$ cat src/rtl/ariane_pkg.sv
// Shared frontend/decode types: the fetch entry handed from the frontend to decode
// and the depth of the elastic fetch queue between them.
package ariane_pkg;

  localparam int unsigned FETCH_QUEUE_DEPTH = 4;

  typedef struct packed {
    logic [5:0]  cause;
    logic [31:0] tval;
    logic        valid;
  } exception_t;

  typedef struct packed {
    logic [31:0] address;
    logic [31:0] instruction;
    logic        is_compressed;
    exception_t  ex;
  } fetch_entry_t;

endpackage

$ cat src/rtl/fetch_entry_queue.sv
// Elastic in-order buffer between the frontend and decode. Drops everything on flush
// and refuses new entries after an excepting one until the next flush.
module fetch_entry_queue
  import ariane_pkg::*;
#(
  parameter int unsigned DEPTH = FETCH_QUEUE_DEPTH
) (
  input  logic                     clk_i,
  input  logic                     rst_ni,
  input  logic                     flush_i,
  input  fetch_entry_t             fetch_entry_i,
  input  logic                     fetch_entry_valid_i,
  output logic                     fetch_entry_ready_o,
  output fetch_entry_t             fetch_entry_o,
  output logic                     fetch_entry_valid_o,
  input  logic                     fetch_entry_ready_i,
  output logic [$clog2(DEPTH):0]   usage_o
);

  localparam int unsigned PW = $clog2(DEPTH);
  localparam int unsigned CW = PW + 1;
  localparam logic [CW-1:0] FULL = CW'(DEPTH);

  fetch_entry_t  mem_q [DEPTH];
  logic [PW-1:0] rd_ptr_q, wr_ptr_q;
  logic [CW-1:0] count_q;
  logic          ex_block_q;
  logic          push, pop;

  // Ready and valid look only at registered state and flush, so decode's ready may
  // depend combinationally on our valid without forming a loop.
  assign fetch_entry_ready_o = (count_q != FULL) && !ex_block_q && !flush_i;
  assign fetch_entry_valid_o = (count_q != '0) && !flush_i;
  assign fetch_entry_o       = mem_q[rd_ptr_q];
  assign usage_o             = count_q;

  assign push = fetch_entry_valid_i && fetch_entry_ready_o;
  assign pop  = fetch_entry_valid_o && fetch_entry_ready_i;

  always_ff @(posedge clk_i or negedge rst_ni) begin
    if (!rst_ni) begin
      for (int i = 0; i < int'(DEPTH); i++) mem_q[i] <= '0;
      rd_ptr_q   <= '0;
      wr_ptr_q   <= '0;
      count_q    <= '0;
      ex_block_q <= 1'b0;
    end else if (flush_i) begin
      // Storage is left as-is; with count at zero it is never read as valid.
      rd_ptr_q   <= '0;
      wr_ptr_q   <= '0;
      count_q    <= '0;
      ex_block_q <= 1'b0;
    end else begin
      if (push) begin
        mem_q[wr_ptr_q] <= fetch_entry_i;
        wr_ptr_q        <= wr_ptr_q + PW'(1);
        if (fetch_entry_i.ex.valid) ex_block_q <= 1'b1;
      end
      if (pop) rd_ptr_q <= rd_ptr_q + PW'(1);
      if (push && !pop)      count_q <= count_q + CW'(1);
      else if (pop && !push) count_q <= count_q - CW'(1);
    end
  end

  a_no_push_full : assert property (@(posedge clk_i) disable iff (!rst_ni)
    push |-> (count_q != FULL));

  a_no_pop_empty : assert property (@(posedge clk_i) disable iff (!rst_ni)
    pop |-> (count_q != '0));

  a_stable_stall : assert property (@(posedge clk_i) disable iff (!rst_ni)
    (fetch_entry_valid_o && !fetch_entry_ready_i) |=> $stable(fetch_entry_o));

endmodule
$ cat config.mk
export PLATFORM = sky130hd
export DESIGN_NAME = fetch_entry_queue
export DESIGN_NICKNAME = d
export VERILOG_FILES = /design/src/rtl/ariane_pkg.sv /design/src/rtl/fetch_entry_queue.sv
export SDC_FILE = /design/constraint.sdc
export NUM_CORES = 1
export LEC_CHECK = 0
export CAP_MARGIN = 10
export CORE_ASPECT_RATIO = 0.7
export CORE_MARGIN = 10
export CORE_UTILIZATION = 50
export DETAILED_ROUTE_END_ITERATION = 6
export DONT_BUFFER_PORTS = 1
export PLACE_DENSITY = 0.78
export SLEW_MARGIN = 20
export SYNTH_ARGS = -nofsm -noshare
export SYNTH_HDL_FRONTEND = slang
export SYNTH_SLANG_ARGS = --single-unit
$ cat constraint.sdc
create_clock -name clk_i -period 2.1 [get_ports clk_i]
set_clock_uncertainty 0.05 [all_clocks]
set_input_delay 0.105 -clock clk_i [delete_from_list [all_inputs] [get_ports clk_i]]
set_output_delay 0.105 -clock clk_i [all_outputs]
set_load 0.005 [all_outputs]
# Word level (Yosys, flattened, before mapping)

Cells that the tools add are included.

$add $sub $neg: 4
Order comparisons: 3
Equal/unequal tests: 1
Mux-type cells: 16
Bitwise operators: 3
Reductions and logical operators: 19

Operator list:

| cell                                                                 | count |
|---|---|
| 416-bit bitwise mux                                                  | 1 |
| 104-bit two-way mux                                                  | 3 |
| 104-bit binary-select mux with 2-bit select                          | 1 |
| 104-bit demux with 2-bit select                                      | 1 |
| 3-bit two-way mux                                                    | 3 |
| 1-bit logical AND                                                    | 8 |
| 2-bit two-way mux                                                    | 4 |
| 3-bit >= comparator, second input constant                           | 2 |
| 2-bit NOT with 3-bit output                                          | 2 |
| 2-bit nonzero test                                                   | 3 |
| 3-bit nonzero test                                                   | 2 |
| 2-bit by 1-bit adder with 2-bit output, second input constant        | 2 |
| 1-bit zero test                                                      | 4 |
| 2-bit AND reduction                                                  | 2 |
| 3-bit by 1-bit adder with 3-bit output, second input constant        | 1 |
| 3-bit by 1-bit < comparator with 1-bit output, second input constant | 1 |
| 1-bit two-way mux                                                    | 3 |
| 3-bit != test, second input constant                                 | 1 |
| 3-bit by 1-bit subtractor with 3-bit output, second input constant   | 1 |
| 1-bit NOT                                                            | 1 |

Register bits: 424
Logic and storage cells: 74

# Longest topological paths before layout

Word-level depth: 9
Gate-level depth with buffers: 9

# Worst setup path after synthesis

Ideal clock, no wire load.

Path kind: flip-flop to flip-flop
Start: register ex_block_q
End: register count_q[2], in the netlist usage_o[2]
Setup time: 0.082 ns
Arrival time: 2.083 ns
Data required time: 1.968 ns
Path slack: -0.115 ns
Stages on the path, launching flop included: 9
Path buffers: 1
Cell sequence: dfrtp_1 > or3b_1 > a21oi_2 > buf_4 > and2_1 > fa_1 > nand2_1 > or4_1 > a31oi_1

Longest elaborated chain between the ends: 7

Ends and longest elaborated chain:

| element                                                 | line                                             | RTL |
|---|---|---|
| start: declaration                                      | fetch_entry_queue.sv:27                          | `logic ex_block_q;` |
| start signal: assignment                                | fetch_entry_queue.sv:46                          | `ex_block_q <= 1'b0;` |
| start signal: assignment                                | fetch_entry_queue.sv:52                          | `ex_block_q <= 1'b0;` |
| start signal: assignment                                | fetch_entry_queue.sv:57                          | `if (fetch_entry_i.ex.valid) ex_block_q <= 1'b1;` |
| 1-bit zero test *                                       | fetch_entry_queue.sv:32                          | `assign fetch_entry_ready_o = (count_q != FULL) && !ex_block_q && !flush_i;` |
| 1-bit logical AND * (2 in series)                       | fetch_entry_queue.sv:32                          |  |
| 1-bit logical AND *                                     | fetch_entry_queue.sv:37                          | `assign push = fetch_entry_valid_i && fetch_entry_ready_o;` |
| 1-bit logical AND or 1-bit zero test (tied branches)    | fetch_entry_queue.sv:60, fetch_entry_queue.sv:61 |  |
| 3-bit two-way mux or 1-bit logical AND (tied branches)  | fetch_entry_queue.sv:60, fetch_entry_queue.sv:61 |  |
| 3-bit two-way mux or 3-bit nonzero test (tied branches) | n/a                                              |  |
| end signal: assignment                                  | fetch_entry_queue.sv:60                          | `if (push && !pop) count_q <= count_q + CW'(1);` |
| end signal: assignment                                  | fetch_entry_queue.sv:61                          | `else if (pop && !push) count_q <= count_q - CW'(1);` |
| end: declaration                                        | fetch_entry_queue.sv:26                          | `logic [CW-1:0] count_q;` |

Every way passes the cells marked *; elsewhere a longest branch is shown, timed or not.
A chain may end at the register's enable or synchronous reset.

==> flow_summary_export.csv <==
group,metric,value,unit
clock_network,cts-root-buf,"clkbuf_16",
routing,avgRoutedWirePerCell,25.2,microns
sta,drv_slew,0,
hold_path,min_path_type,"in2async",
synthesis,synth_common_cells,"dfrtp_1 (424), mux2_2 (296), mux2_1 (120)",
run_status,violations,"negative hold slack, negative setup slack",
routing,drtAntennaViolNets,0,
routing,vias,9903,
clock_network,clk_latency,0.54,ns
synthesis,synth_area_leaders,"dfrtp_1 (58%), mux2_2 (18%), mux4_2 (13%)",
synthesis,ys_async_sr_fraction,100,%
synthesis,ys_warn_count,0,
synthesis,postSynthAreaPerCell,17.2,sq um
synthesis,netlist.area_leader.share,57.7,%
sta,fin_hold_ws,-0.776,ns
power,power.leakage,9.65,nW
die,initial_core_util,50.9,%
layout,fin_nets,1313,
power,total_power,0.0288,W
sta,rsz0062_at_grt,"true",
place,place_hpwl,24900,microns
clock_network,cts_tree,"yes",
synthesis,syn_inst,1067,
clock_network,cts.sinks,424,
setup_path,critical_path_class,"reg2out",
setup_path,start_kind,"flip-flop",
layout,syn_to_final_growth,19.9,%
sta,hold_viol,424,
sta,worstMarginPinSlew,1.33,ns
sta,setup_ws,-0.0593,ns
clock_network,ctsHoldBuffers,107,
place,globalplace.congestion,0.731,
die,placementRows,58,
die,io_pins,218,
setup_path,r2r_setup_slack,-0.05,ns
synthesis,synthDistinctLibCells,37,
setup_path,r2r-start,"ex_block_q",
routing,drtPass1Iterations,4,
routing,drc_errors,0,
die,core-area,36100,sq um
setup_path,path_max_fanout,6,
synthesis,ys_seq_elements,424,
place,dp.cells,1506,
routing,wirelength,43100,microns
clock_network,htreeDepth,2,
synthesis,syn_nets,1181,
sta,fin_crit,2.16,ns
synthesis,seq_area_frac_synth,57.7,%
power,power_density,1310,nW/um^2
grt,grt_util_all_layers,18.2,%
setup_path,timing.rr.end,"mem_q[328]",
grt,grt_max_degree,425,
die,die_w,249,microns
setup_path,rr_worst_depth,7,
grt,antenna_found_initial,5,
synthesis,syn_area,18400,sq um
layout,final_util,61.1,%
place,io_buffers,0,
sta,relSlewSlack,11.2,%
sta,max_freq,0.463,GHz
clock_network,clk_pin_slew,0.06,ns
layout,drive_above_1_share,43.9,%
layout,stdcell_count,1707,
setup_path,cp.arrival,2.00,ns
grt,grt_pass1_wl,65800,microns
synthesis,yosysMostFrequentCell,"dfrtp_1",
die,dieArea,45000,sq um
setup_path,crit_required,1.95,ns
sta,setup_viol,65,
routing,viasPerCell,5.80,
grt,overflow,0,
grt,first_global_vias,10800,
synthesis,yosysTopAreaCell,"dfrtp_1",
routing,dr.first_iter.drc_count,632,
clock_network,cts_made_buffers,41,
run_status,status,"complete, but fails checks",
clock_network,clk_path_buf_depth,3,
setup_path,end_kind,"output port",
run,cap_violations,0,
synthesis,synth_ff_type,"dfrtp_1",
synthesis,synth_edf_count,0,
die,dieHeight,180,microns
power,vdd_drop_max,730,uV
sta,min_period_over_period,103,%
worst max-delay path by stage:
stage / startpoint / cells past startpoint / slack, ns / to
detailed placement: ex_block_q / 7 / 0.01 / mem_q[148]
global route: rd_ptr_q[0] / 3 / -0.11 / fetch_entry_o[78]
floorplan: ex_block_q / 8 / -0.04 / usage_o[2]
global placement: ex_block_q / 7 / 0.05 / mem_q[181]
finish: rd_ptr_q[0] / 3 / -0.06 / fetch_entry_o[0]
CTS: rd_ptr_q[0] / 3 / -0.11 / fetch_entry_o[66]
critical path, cell delays in order (launching register included):
cell       delay, ns
dfrtp_4         0.46
buf_12          0.16
bufbuf_16       0.29
mux4_2          0.56
cell families after synthesis:
kind of cell | count (synthesis) | share of synthesized area (%)
compound gates | 14 | 0.524
xor+xnor | 5 | 0.238
fa+ha+maj | 5 | 0.381
buf+inv | 75 | 2.33
flops | 424 | 57.7
mux | 520 | 38.2
simple gates | 24 | 0.667
metrics by stage:
step / area, sq um / TNS, ns / setup slack (ns) / hold WS, ns
after detailed placement: 19100 / 0 / 0.0122 / -0.224
after CTS: 21700 / -5.14 / -0.105 / -0.803
after floorplan: 18400 / -0.0644 / -0.0373 / -0.241
after global routing: 22100 / -7.82 / -0.112 / -0.803
final: 22100 / -1.26 / -0.0593 / -0.776
after global placement: 19100 / 0 / 0.0464 / -0.228
what timing repair did:
item / CTS / global route
endpoints found under the setup margin: 96 / 191
gates resized for setup: 8 / 25
buffers inserted: 3 / 4
cloned: 6 / 11
pin swaps: 0 / 1
endpoints found under the hold margin: 848 / 424
layout make-up:
| class | count | area [sq um] |
|---|---|---|
| Fill cell | 2567 | 14100 |
| Multi-Input combinational cell | 569 | 7480 |
| Sequential cell | 424 | 10600 |
| Antenna cell | 3 | 7.51 |
| Tap cell | 480 | 601 |
| Clock buffer | 59 | 1220 |
| Clock inverter | 9 | 103 |
| Timing Repair Buffer | 159 | 2030 |
| Inverter | 4 | 15.0 |
sequential cells by signal (all words and copies together) (netlist names):
signal      flops
mem_q         416
usage_o         3
rd_ptr_q        2
wr_ptr_q        2
ex_block_q      1
per-layer routing:
metal	vias up	track usage (%)	wire length, microns
met5	-	0	13
met4	2	3.89	673
met3	55	5.26	2570
met2	205	29.3	20300
met1	5379	24.2	19500
li1	4262	-	-
power by group:
group | leakage [nW] | internal, W | switching, W
registers | 5.29 | 0.0116 | 0.00172
clock network | 0.653 | 0.00425 | 0.00306
logic | 3.70 | 0.00503 | 0.00310
cell usage in the layout, fill, tap and decap left out, types with 9 or more instances in the layout:
cell type      count
buf_16             9
clkbuf_16         50
mux2_1           111
mux4_2           104
dfrtp_1          422
buf_4             12
dlygate4sd3_1    106
buf_12            14
mux2_4             9
mux2_2           296
Note: power is estimated with default switching activity, not from simulation.
